$ cat src/rtl/updown_counter_gen2_pkg.sv
// Shared types and helpers for the second-generation up/down LED counter.
// Counting modes and the prescaler width rule live here so every file agrees on them.
package updown_counter_pkg;

  typedef enum logic [1:0] {
    MODE_WRAP   = 2'd0,
    MODE_SAT    = 2'd1,
    MODE_BOUNCE = 2'd2,
    MODE_HOLD   = 2'd3
  } cnt_mode_t;

  // A divide-by-1 prescaler still needs one flop bit to stay a legal vector.
  function automatic int presc_width(input int div);
    int w;
    w = $clog2(div);
    return (w < 1) ? 1 : w;
  endfunction

endpackage

$ cat src/rtl/updown_counter_gen2_if.sv
// Control/status bundle between the board top (master) and the counter (slave).
interface updown_counter_gen2_if #(
  parameter int WIDTH = 4
);
  import updown_counter_pkg::*;

  logic             enable;
  logic             dir;
  cnt_mode_t        mode;
  logic [WIDTH-1:0] lo;
  logic [WIDTH-1:0] hi;
  logic             load;
  logic [WIDTH-1:0] load_val;
  logic [WIDTH-1:0] count;
  logic             tc;
  logic             dir_out;
  logic             cfg_err;

  modport master (
    output enable, dir, mode, lo, hi, load, load_val,
    input  count, tc, dir_out, cfg_err
  );

  modport slave (
    input  enable, dir, mode, lo, hi, load, load_val,
    output count, tc, dir_out, cfg_err
  );

endinterface

$ cat src/rtl/updown_counter_gen2_prescaler.sv
// Enable-gated clock divider: pulses tick once every DIV enabled cycles.
// clr restarts the division so a parallel load begins a fresh step period.
module prescaler_tick
  import updown_counter_pkg::*;
#(
  parameter int DIV = 5
) (
  input  logic clk,
  input  logic reset,
  input  logic enable,
  input  logic clr,
  output logic tick
);

  localparam int            PW   = presc_width(DIV);
  localparam logic [PW-1:0] LAST = PW'(DIV - 1);

  logic [PW-1:0] presc_q, presc_d;

  assign tick = enable && (presc_q == LAST);

  always_comb begin
    // NOTE: every path starts from a default so no latch is inferred.
    presc_d = presc_q;
    if (clr || tick) begin
      presc_d = '0;
    end else if (enable) begin
      presc_d = presc_q + PW'(1);
    end
  end

  always_ff @(posedge clk or posedge reset) begin
    // NOTE: flops use <= so each one samples the pre-edge value of the others.
    if (reset) begin
      presc_q <= '0;
    end else begin
      presc_q <= presc_d;
    end
  end

endmodule

$ cat src/rtl/updown_counter_gen2.sv
// Up/down counter with programmable limits, wrap/saturate/bounce modes,
// parallel load and a one-cycle terminal-count pulse; count feeds the LEDs.
module updown_counter_gen2
  import updown_counter_pkg::*;
#(
  parameter int WIDTH = 4,
  parameter int DIV   = 5
) (
  input  logic                  clk,
  input  logic                  reset,
  updown_counter_gen2_if.slave  bus
);

  localparam logic [WIDTH-1:0] ONE = WIDTH'(1);

  logic             tick;
  logic [WIDTH-1:0] count_q, count_d;
  logic             tc_q, tc_d;
  logic             dir_q, dir_d;
  logic             cfg_err_q, cfg_err_d;

  prescaler_tick #(.DIV(DIV)) u_presc (
    .clk    (clk),
    .reset  (reset),
    .enable (bus.enable),
    .clr    (bus.load),
    .tick   (tick)
  );

  always_comb begin
    count_d   = count_q;
    tc_d      = 1'b0;
    cfg_err_d = (bus.lo > bus.hi);
    // Outside BOUNCE the status just follows the dir pin; inside it is the bounce state.
    dir_d     = (bus.mode == MODE_BOUNCE) ? dir_q : bus.dir;

    if (bus.load) begin
      count_d = bus.load_val;
    end else if (tick && !cfg_err_q && bus.mode != MODE_HOLD) begin
      if (count_q < bus.lo) begin
        count_d = bus.lo;
        tc_d    = 1'b1;
      end else if (count_q > bus.hi) begin
        count_d = bus.hi;
        tc_d    = 1'b1;
      end else begin
        unique case (bus.mode)
          MODE_WRAP: begin
            if (bus.dir) begin
              if (count_q == bus.hi) begin
                count_d = bus.lo;
                tc_d    = 1'b1;
              end else begin
                count_d = count_q + ONE;
              end
            end else if (count_q == bus.lo) begin
              count_d = bus.hi;
              tc_d    = 1'b1;
            end else begin
              count_d = count_q - ONE;
            end
          end
          MODE_SAT: begin
            if (bus.dir) begin
              if (count_q == bus.hi) tc_d = 1'b1;
              else                   count_d = count_q + ONE;
            end else begin
              if (count_q == bus.lo) tc_d = 1'b1;
              else                   count_d = count_q - ONE;
            end
          end
          MODE_BOUNCE: begin
            // A single-value window has nowhere to go, so only the direction turns.
            if (bus.lo == bus.hi) begin
              dir_d = ~dir_q;
              tc_d  = 1'b1;
            end else if (dir_q) begin
              if (count_q == bus.hi) begin
                count_d = bus.hi - ONE;
                dir_d   = 1'b0;
                tc_d    = 1'b1;
              end else begin
                count_d = count_q + ONE;
              end
            end else if (count_q == bus.lo) begin
              count_d = bus.lo + ONE;
              dir_d   = 1'b1;
              tc_d    = 1'b1;
            end else begin
              count_d = count_q - ONE;
            end
          end
          default: begin
            count_d = count_q;
          end
        endcase
      end
    end
  end

  always_ff @(posedge clk or posedge reset) begin
    if (reset) begin
      count_q   <= '0;
      tc_q      <= 1'b0;
      dir_q     <= 1'b1;
      cfg_err_q <= 1'b0;
    end else begin
      count_q   <= count_d;
      tc_q      <= tc_d;
      dir_q     <= dir_d;
      cfg_err_q <= cfg_err_d;
    end
  end

  assign bus.count   = count_q;
  assign bus.tc      = tc_q;
  assign bus.dir_out = dir_q;
  assign bus.cfg_err = cfg_err_q;

endmodule
$ cat src/flat_wrapper.sv
// flat-port wrapper written by rule: the top's interface ports become plain ports
module updown_counter_gen2_flat import updown_counter_pkg::*;
#(
  parameter int WIDTH = 4,
  parameter int DIV   = 5
)
  (clk, reset, bus_enable, bus_dir, bus_mode, bus_lo, bus_hi, bus_load, bus_load_val, bus_count, bus_tc, bus_dir_out, bus_cfg_err);
  updown_counter_gen2_if #(.WIDTH(WIDTH)) bus_i ();
  input  logic clk;
  input  logic reset;
  input wire logic [$bits(bus_i.enable)-1:0] bus_enable;
  input wire logic [$bits(bus_i.dir)-1:0] bus_dir;
  input wire logic [$bits(bus_i.mode)-1:0] bus_mode;
  input wire logic [$bits(bus_i.lo)-1:0] bus_lo;
  input wire logic [$bits(bus_i.hi)-1:0] bus_hi;
  input wire logic [$bits(bus_i.load)-1:0] bus_load;
  input wire logic [$bits(bus_i.load_val)-1:0] bus_load_val;
  output wire logic [$bits(bus_i.count)-1:0] bus_count;
  output wire logic [$bits(bus_i.tc)-1:0] bus_tc;
  output wire logic [$bits(bus_i.dir_out)-1:0] bus_dir_out;
  output wire logic [$bits(bus_i.cfg_err)-1:0] bus_cfg_err;
  assign bus_i.enable = bus_enable;
  assign bus_i.dir = bus_dir;
  assign bus_i.mode = bus_mode;
  assign bus_i.lo = bus_lo;
  assign bus_i.hi = bus_hi;
  assign bus_i.load = bus_load;
  assign bus_i.load_val = bus_load_val;
  assign bus_count = bus_i.count;
  assign bus_tc = bus_i.tc;
  assign bus_dir_out = bus_i.dir_out;
  assign bus_cfg_err = bus_i.cfg_err;
  updown_counter_gen2 #(.WIDTH(WIDTH), .DIV(DIV)) u_core (.clk(clk), .reset(reset), .bus(bus_i));
endmodule
$ cat config.mk
export PLATFORM = sky130hd
export DESIGN_NAME = updown_counter_gen2_flat
export DESIGN_NICKNAME = d
export VERILOG_FILES = /design/src/rtl/updown_counter_gen2_pkg.sv /design/src/rtl/updown_counter_gen2_if.sv /design/src/rtl/updown_counter_gen2_prescaler.sv /design/src/rtl/updown_counter_gen2.sv /design/src/flat_wrapper.sv
export SDC_FILE = /design/constraint.sdc
export NUM_CORES = 1
export LEC_CHECK = 0
export BUFFER_PORTS_ARGS = -buffer_cell sky130_fd_sc_hd__buf_2
export CORE_MARGIN = 2
export CORE_UTILIZATION = 55
export CTS_CLUSTER_DIAMETER = 200
export DETAILED_ROUTE_END_ITERATION = 7
export PLACE_DENSITY_LB_ADDON = 0.2
export SYNTH_ARGS = -nofsm -noshare
export SYNTH_HDL_FRONTEND = slang
export SYNTH_SLANG_ARGS = --single-unit
$ cat constraint.sdc
create_clock -name clk -period 3.2 [get_ports clk]
set_input_delay 0 -clock clk [delete_from_list [all_inputs] [get_ports clk]]
set_output_delay 0 -clock clk [all_outputs]
set_load 0.005 [all_outputs]
==> results of run 1 <==
-- path summary, 6_finish.rpt --
check,start,to,depth (start not counted)
max,u_core.bus.count[0]$_DFFE_PP0P_,u_core.bus.count[3]$_DFFE_PP0P_,8
min,bus_load_val[0],u_core.bus.count[0]$_DFFE_PP0P_,3
max reg2reg,u_core.bus.count[0]$_DFFE_PP0P_,u_core.bus.count[3]$_DFFE_PP0P_,8
min reg2reg,u_core.u_presc.presc_q[1]$_DFFE_PP0P_,u_core.u_presc.presc_q[1]$_DFFE_PP0P_,2
max in group asynchronous,reset,u_core.bus.dir_out$_DFF_PP1_,3
min in group asynchronous,reset,u_core.bus.count[0]$_DFFE_PP0P_,3
-- stage by stage --
step | worst slack (ns) | cells | utilization [%] | power, W | instance area, um2
after floorplan | 0.8466 | 200 | - | 0.0003398 | 1535
after global placement | 0.5264 | 248 | 61.40 | 0.0004127 | 1664
after detailed placement | 0.4143 | 248 | 61.40 | 0.0004198 | 1664
after CTS | 0.4037 | 255 | 63.48 | 0.0005163 | 1720
after global routing | 0.1220 | 255 | 63.48 | 0.0005611 | 1720
final | 0.3685 | 255 | 63.48 | 0.0005227 | 1720
-- synth_stat cells, drive strengths merged, types with 3 or more instances --
| master | number |
|---|---|
| xnor2 | 5 |
| nand4 | 3 |
| or3 | 3 |
| nand3 | 7 |
| nor3 | 9 |
| nor2 | 10 |
| ha | 22 |
| buf | 6 |
| and4 | 5 |
| mux2i | 3 |
| a211oi | 3 |
| clkbuf | 4 |
| o2111ai | 4 |
| a31oi | 7 |
| dfrtp | 9 |
| inv | 21 |
| nand2 | 10 |
| a21oi | 16 |
| nand2b | 4 |
| o21ai | 13 |
| nor4 | 4 |
-- state kept, by name, summed over array words and instances (netlist names) --
register,cells
u_core.bus.tc,1
u_core.u_presc.presc_q,3
u_core.bus.cfg_err,1
u_core.bus.count,4
u_core.bus.dir_out,1
-- per-layer routing --
layer | up-vias | GRT usage [%]
li1 | 811 | -
met2 | 117 | 44.19
met1 | 788 | 40.90
met5 | - | 0
met3 | 14 | 7.834
met4 | 0 | 11.96
-- power by group --
part	switching [W]	internal [W]
Sequential	0.0000193	0.000137
Clock	0.0000440	0.0000482
Combinational	0.000166	0.000109
Total	0.000229	0.000294
-- cell type report --
type | count | area (um2)
multi-input combinational | 159 | 1155
fill | 261 | 989.7
sequential | 10 | 251.5
timing repair buffer | 30 | 170.2
inverter | 21 | 78.83
tap | 31 | 38.79
clock buffer | 4 | 26.28
-- kinds of logic (layout without fill, tap and decap cells) --
family                   Yosys count  count (layout)  share of synthesized area, %
AO/OA/AOI/OAI                     64              64                         28.28
XOR/XNOR                           7               7                         3.994
adder cells (fa/ha/maj)           22              22                         17.93
buffers and inverters             31              55                         8.394
flip-flops                        10              10                         16.38
multiplexers                       3               3                         1.956
AND/OR/NAND/NOR                   63              63                         23.06
-- critical path: stages, from the launching register on --
cell and delay (ns):
dfrtp_1 0.52, inv_1 0.20, ha_1 0.36, and4_1 0.46, nor3_1 0.14, a2111oi_0 0.40
nor4_1 0.09, or3_1 0.37, a221oi_2 0.21
==> results.cfg, run 1 <==
[yosys]
synth_edf_count = 0
yosysSeqAreaShare_pct = 16.38
ys_ff_latch = 10
yosysTopAreaCell = ha_1
syn_nets = 241
netlist_area_um2 = 1535
synth_top_area_share_pct = 17.93
synthCells = 200
netlist_top_cells_area = ha_1, dfrtp_1, a21oi_1
async_flop_share_pct = 100.0
postSynthAreaPerCell_um2 = 7.676
yosys_most_used_dff = dfrtp_1
synth.distinct_cells = 50
synth_warnings = 0

[power]
p_per_area_nw_per_um2 = 303.8
ir_drop_v = 0.0002221
p_leak_nw = 0.7836

[clocking]
numCtsBuffers = 3
root_buffer = clkbuf_4
ctsHoldBuffers = 3
cts.repair_timing.setup_buffer_count = 0
htreeDepth = 1
cts_tree = yes
cts_buffer_depth = 2
clkLatencyLatePin_ns = 0.27
cts_resized = 0
cts_num_sinks = 10
cts.reportedPaths.clkPinSlew_ns = 0.07

[route]
vias_per_cell = 6.784
wl_per_cell_um = 17.73
drt-met1-wl_um = 1910
drt_iter0_drc = 153
top_layer = met4
routed_wl_um = 4520
dr_wl_met3_um = 534
first_pass_iters = 4
drc = 0
detail-route-antenna-nets = 0
dr_wl_met2_um = 1931
vias = 1730

[placed_design]
gp_congestion = 0.9508
io_buffers = 25
post-dp-hpwl_um = 3455

[sta]
tightest_slew_ns = 0.5609
fmax_ghz = 0.3532
rsz0062_at_grt = false
finalCriticalPeriod_ns = 2.831
tns_ns = 0
final-max-slew-violation-count = 0
finalSetupViolCount = 0
finalHoldWorstSlack_ns = 0.02549
period_share_pct = 88.48
skew_ns = 0.01095
hold_viol_final = 0
max-slew-margin-rel_pct = 62.21

[critical_path]
cp-start-kind = flip-flop
worst-path-max-fanout = 11
cp_data_required_time_ns = 3.39
cp.arrival_ns = 3.02
r2r_slack_ns = 0.37
worst-setup-path-type = reg -> reg
cp-end-kind = flip-flop

[job]
cap_viol_max_count = 0

[final_layout]
final_nets = 266
final_common_cell = buf_2
area_growth_pct = 12.06
drive_above_1_share_pct = 16.07
insertedDiodeCount = 0
final_cell_mix = buf_2, ha_1, inv_1

[floorplanning]
core_um2 = 2710
fp-row-count = 19
dieHeight_um = 56.83
die_w_um = 56.83
ios = 26
dieArea_um2 = 3230
start_util_pct = 56.65

[worst_hold_path]
hp-class = in -> reg

[grt]
overflow = 0
grt_pass1_wl_um = 7548
grt_max_degree = 17
grt_usage_pct = 29.78
grt_pass1_vias = 1566
antenna_found_initial = 0

[run_status]
outcome = complete, no violations
Note: power is estimated with default switching activity, not from simulation.
==> run 2, diff against run 1 <==
--- a/config.mk
+++ b/config.mk
@@ -5,6 +5,8 @@
 export SDC_FILE = /design/constraint.sdc
 export NUM_CORES = 1
 export LEC_CHECK = 0
+export ABC_AREA = 1
+export ABC_CLOCK_PERIOD_IN_PS = 3200
 export BUFFER_PORTS_ARGS = -buffer_cell sky130_fd_sc_hd__buf_2
 export CORE_MARGIN = 2
 export CORE_UTILIZATION = 55
==> results.cfg, run 2 <==
[clocking]
numCtsBuffers = 3
htreeDepth = 1
cts.repair_timing.setup_buffer_count = 0
root_buffer = clkbuf_4
cts_buffer_depth = 2
cts.reportedPaths.clkPinSlew_ns = 0.08
cts_tree = yes
clkLatencyLatePin_ns = 0.28
cts_num_sinks = 10

[grt]
use_met2_pct = 46.92
grt_pass1_vias = 1576
use_met3_pct = 3.348
grt_max_degree = 14
grt_usage_pct = 27.40
grt_pass1_wl_um = 7127
met1_usage_pct = 37.67
grt_busiest_layer = met2
antenna_found_initial = 0
overflow = 0

[sta]
hold_viol_final = 0
tns_ns = 0
skew_ns = 0.003330
finalCriticalPeriod_ns = 2.162
max-slew-margin-rel_pct = 72.62
setup_ws_ns = 1.038
tightest_slew_ns = 0.4103
finalHoldWorstSlack_ns = 0.004007
rsz0062_at_grt = false
final-max-slew-violation-count = 0
fmax_ghz = 0.4625
finalSetupViolCount = 0
period_share_pct = 67.56

[power]
p_comb_share_pct = 55.6
p_per_area_nw_per_um2 = 367.6
p_int_w = 0.0003447
power_frac_seq_pct = 25.9
p_switching_w = 0.0003080
p_total_w = 0.0006526
switching_share_pct = 47.19
p_leak_nw = 1.019
ir_drop_v = 0.0003213
pwr-share-clk_pct = 18.5

[placed_design]
gp_congestion = 0.9641
io_buffers = 25
post-dp-hpwl_um = 3327
place_ws_ns = 1.054

[route]
wl_per_cell_um = 13.28
detail-route-antenna-nets = 0
vias = 1727
drc = 0
routed_wl_um = 4142
vias_per_cell = 5.535
first_pass_iters = 4
drt_iter0_drc = 90

[final_layout]
multiInputGateArea_um2 = 1151
final_nets = 323
drive_above_1_share_pct = 16.73
final_common_cell = nand2_1
regArea_um2 = 251.5
final_util_pct = 64.38
largest_reg_flops = 4
final_cell_mix = nand2_1, inv_1, nand3_1
insertedDiodeCount = 0
area_growth_pct = 11.12
n_fill_cell = 269

[yosys]
synth_warnings = 0
yosys-top-cells-count = nand2_1, inv_1, nand3_1
yosysMostFrequentCell = nand2_1
synth.distinct_cells = 30
yosysTopAreaCell = ha_1
yosys_most_used_dff = dfrtp_1
postSynthAreaPerCell_um2 = 6.266
syn_nets = 296
async_flop_share_pct = 100.0
synth_top_area_share_pct = 17.23
ys_ff_latch = 10
synthCells = 255
synth_edf_count = 0
netlist_top_cells_area = ha_1, nand2_1, dfrtp_1
netlist_area_um2 = 1598
yosysSeqAreaShare_pct = 15.74

[critical_path]
critPathTopFamily = simple AND/OR/NAND/NOR gates
worst-setup-path-type = reg -> reg
cp_data_required_time_ns = 3.37
worst-path-max-fanout = 13
cp-start-kind = flip-flop
cp-end-kind = flip-flop
cp_cell_sequence = inv_1, ha_1, nand2_1, inv_2, nand2_4, nand2_2, nand2_1, inv_1, nand2_2, a21oi_4, nor2_1, nand2_1, nand2_1
cp.buffers_inverters = 3
critPathMaxStageDelay_ns = 0.45
cp.arrival_ns = 2.33
path_common_cell = nand2_1
cp_slowest_cell = dfrtp_1

[worst_hold_path]
hp-class = in -> reg

[floorplanning]
core_um2 = 2758
die_w_um = 57.90
fp-row-count = 19
ios = 26
dieHeight_um = 57.90
start_util_pct = 57.94
dieArea_um2 = 3352

[job]
cap_viol_max_count = 0

[run_status]
outcome = complete, no violations
[run 2: cell types whose count changed in the layout (fill, tap and decap cells not counted), moves of 5 or more]
cell and delta:
nor3_1 -9, nor2_1 +6, and4_1 -5, nand3_1 +19, a31oi_1 -6, o21ai_0 +5
nand2_1 +59, inv_1 +20, nand2_2 +6
[run 2: stage by stage]
step	area, um2	instances
finish	1775	312
global route	1775	312
CTS	1775	312
detailed placement	1729	307
global placement	1729	307
floorplan	1598	255
[run 2: per-layer routing]
layer,up-vias,part of all wire (%)
met4,0,1.6
met2,59,46
li1,879,-
met3,9,5.5
met5,-,0
met1,780,47
[run 2: repair_timing]
action,CTS,global route
hold buffers,1,0
hold endpoints to repair,9,0
resized for setup,0,0
[run 2: worst min-delay path, cell delays in order]
cell	delay, ns
buf_2	0.13
nand2_1	0.06
a21oi_1	0.05
[run 2: final cells by class]
cell class	instances	share of cell area [%]
multi-input combinational	198	64.83
sequential	10	14.16
inverter	43	9.161
timing repair buffer	26	7.611
tap	31	2.185
clock buffer	4	2.044
[run 2: kinds of logic (layout without fill, tap and decap cells)]
| family | after synthesis | count (layout) | share of synthesized area, % |
|---|---|---|---|
| xor gates and xnor gates | 5 | 5 | 2.741 |
| adders and majority gates | 22 | 22 | 17.23 |
| and+or+nand+nor | 127 | 127 | 36.34 |
| buffers and inverters | 47 | 73 | 12.22 |
| DFF | 10 | 10 | 15.74 |
| AOI/OAI and AO/OA | 44 | 44 | 15.74 |
[run 2: worst paths after layout]
kind,endpoint,cells after the start,from,slack [ns]
max,u_core.bus.count[1]$_DFFE_PP0P_,13,u_core.bus.count[0]$_DFFE_PP0P_,1.04
min,u_core.u_presc.presc_q[0]$_DFFE_PP0P_,3,bus_enable,0.004
max reg2reg,u_core.bus.count[1]$_DFFE_PP0P_,13,u_core.bus.count[0]$_DFFE_PP0P_,1.04
min reg2reg,u_core.u_presc.presc_q[0]$_DFFE_PP0P_,2,u_core.u_presc.presc_q[0]$_DFFE_PP0P_,0.57
max in group asynchronous,u_core.bus.dir_out$_DFF_PP1_,3,reset,2.62
min in group asynchronous,u_core.bus.count[1]$_DFFE_PP0P_,3,reset,0.26
[run 2: power groups by stage]
stage          sequential (W)  combinational [W]  clock (W)
6_report             0.000169           0.000363   0.000121
5_1_grt              0.000173           0.000418   0.000129
4_1_cts              0.000168           0.000360   0.000123
3_5_place_dp         0.000171           0.000357          0
3_3_place_gp         0.000170           0.000355          0
2_1_floorplan        0.000162           0.000278          0
==> run 3, diff against run 2 <==
--- a/config.mk
+++ b/config.mk
@@ -6,7 +6,7 @@
 export NUM_CORES = 1
 export LEC_CHECK = 0
 export ABC_AREA = 1
-export ABC_CLOCK_PERIOD_IN_PS = 3200
+export ABC_CLOCK_PERIOD_IN_PS = 2150
 export BUFFER_PORTS_ARGS = -buffer_cell sky130_fd_sc_hd__buf_2
 export CORE_MARGIN = 2
 export CORE_UTILIZATION = 55
==> constraint.sdc (replaced) <==
create_clock -name clk -period 2.15 [get_ports clk]
set_input_delay 0 -clock clk [delete_from_list [all_inputs] [get_ports clk]]
set_output_delay 0 -clock clk [all_outputs]
set_load 0.005 [all_outputs]
==> results.cfg, run 3 (synthesis results as in run 2) <==
[grt]
antenna_found_initial = 0
grt_pass1_wl_um = 7210
grt_max_degree = 14
grt_usage_pct = 27.70
grt_pass1_vias = 1581
overflow = 0

[route]
wl_per_cell_um = 13.43
drt_iter0_drc = 76
drc = 0
vias_per_cell = 5.528
detail-route-antenna-nets = 0
vias = 1758
routed_wl_um = 4271
first_pass_iters = 4

[critical_path]
cp_data_required_time_ns = 2.32
cp-end-kind = flip-flop
path_common_cell = nand2_1
cp.arrival_ns = 2.19
reg2reg_from = u_core.bus.count[3]$_DFFE_PP0P_
worst-path-max-fanout = 13
cp-start-kind = flip-flop
crit_path_start = u_core.bus.count[3]$_DFFE_PP0P_
cp_cell_sequence = ha_1, nand2_2, clkinv_2, nand2_8, nand2_1, o21ai_1, inv_1, nand2_1, nand2_1, nand2_2, a21oi_4, nor2_1, nand2_1, nand2_1
cp_slowest_cell = dfrtp_2
critPathMaxStageDelay_ns = 0.46
r2r_slack_ns = 0.13
critPathTopFamily = simple AND/OR/NAND/NOR gates
cp.buffers_inverters = 2
r2r-end = u_core.bus.count[2]$_DFFE_PP0P_
worst-setup-path-type = reg -> reg
reg2reg_depth = 14

[placed_design]
place_ws_ns = 0.1044
io_buffers = 25
post-dp-hpwl_um = 3417
gp_congestion = 0.9050
numPlacedInstances = 311

[power]
p_comb_share_pct = 62.1
ir_drop_v = 0.0004561
power_frac_seq_pct = 23.8
p_per_area_nw_per_um2 = 536.6
p_int_w = 0.0005137
p_switching_w = 0.0004726
switching_share_pct = 47.92
p_leak_nw = 1.038
pwr-share-clk_pct = 14.1

[final_layout]
area_growth_pct = 15.04
final_cell_mix = nand2_1, inv_1, nand3_1
n_fill_cell = 273
largest_reg_flops = 4
drive_above_1_share_pct = 18.47
insertedDiodeCount = 0
final_nets = 329
multiInputGateArea_um2 = 1165
regArea_um2 = 252.7
stdcell_count = 318
final_common_cell = nand2_1

[clocking]
cts_tree = yes
htreeDepth = 1
cts.reportedPaths.clkPinSlew_ns = 0.07
root_buffer = clkbuf_4
numCtsBuffers = 3
cts_buffer_depth = 2
clkLatencyLatePin_ns = 0.27
cts_num_sinks = 10

[run_status]
outcome = complete, no violations

[worst_hold_path]
min_to = u_core.u_presc.presc_q[0]$_DFFE_PP0P_
hold_depth = 3
min_from = bus_enable
hp-class = in -> reg

[job]
cap_viol_max_count = 0

[sta]
max-slew-margin-rel_pct = 73.76
finalSetupViolCount = 0
skew_ns = 0.01094
hold_viol_final = 0
setup_ws_ns = 0.1308
finalHoldWorstSlack_ns = 0.009967
finalCriticalPeriod_ns = 2.019
period_share_pct = 93.91
fmax_ghz = 0.4953
final-max-slew-violation-count = 0
tightest_slew_ns = 0.3932

[floorplanning]
start_util_pct = 57.94
ios = 26
die_w_um = 57.90
dieArea_um2 = 3352
core_um2 = 2758
dieHeight_um = 57.90
fp-row-count = 19
[run 3: routing by layer]
metal,wire (um),GRT usage (%),share of wire [%],up-vias
met5,0,0,0,-
li1,-,-,-,891
met3,350,2.902,8.2,10
met4,115,11.63,2.7,0
met2,1945,43.34,46,80
met1,1859,38.81,44,777
[run 3: stage by stage]
| step | cell area, um2 | TNS (ns) | util [%] | power, W |
|---|---|---|---|---|
| global placement | 1759 | 0 | 63.79 | 0.0008033 |
| global route | 1838 | -0.005333 | 66.65 | 0.001085 |
| detailed placement | 1759 | 0 | 63.79 | 0.0008112 |
| floorplan | 1598 | 0 | - | 0.0006542 |
| finish | 1838 | 0 | 66.65 | 0.0009862 |
| CTS | 1795 | 0 | 65.11 | 0.0009539 |
[run 3: cell type report]
| class | instances | share of cell area [%] |
|---|---|---|
| inverters | 43 | 8.850 |
| multi-input cells | 198 | 63.38 |
| clock buffers | 4 | 1.430 |
| flip-flops and latches | 10 | 13.75 |
| well taps | 31 | 2.110 |
| repair buffers | 32 | 10.48 |
[run 3: worst max-delay path by stage]
stage,to,slack [ns],depth (start not counted)
floorplan,u_core.bus.count[3]$_DFFE_PP0P_,0.32,15
global placement,u_core.bus.count[2]$_DFFE_PP0P_,0.17,12
detailed placement,u_core.bus.count[2]$_DFFE_PP0P_,0.10,12
CTS,u_core.bus.count[2]$_DFFE_PP0P_,0.09,12
global route,u_core.bus.count[3]$_DFFE_PP0P_,-0.003,15
finish,u_core.bus.count[2]$_DFFE_PP0P_,0.13,14
[run 3: power groups by stage]
| stage | clock network, W | logic, W | registers [W] |
|---|---|---|---|
| global route | 0.000149 | 0.000698 | 0.000238 |
| global placement | 0 | 0.000567 | 0.000236 |
| finish | 0.000139 | 0.000613 | 0.000235 |
| detailed placement | 0 | 0.000573 | 0.000238 |
| floorplan | 0 | 0.000414 | 0.000240 |
| CTS | 0.000143 | 0.000577 | 0.000235 |
[run 3: repair_timing]
item                       CTS  global route
hold endpoints to repair     9             0
setup endpoints to repair    0             5
buffers inserted             0             2
gates resized for setup      0             3
hold buffers                 1             0
[run 3: worst register-to-register path: stages, from the launching register on]
cell	delay, ns
dfrtp_2	0.46
ha_1	0.34
nand2_2	0.08
clkinv_2	0.08
nand2_8	0.09
nand2_1	0.07
o21ai_1	0.08
inv_1	0.08
nand2_1	0.05
nand2_1	0.07
nand2_2	0.07
a21oi_4	0.24
nor2_1	0.10
nand2_1	0.07
nand2_1	0.04
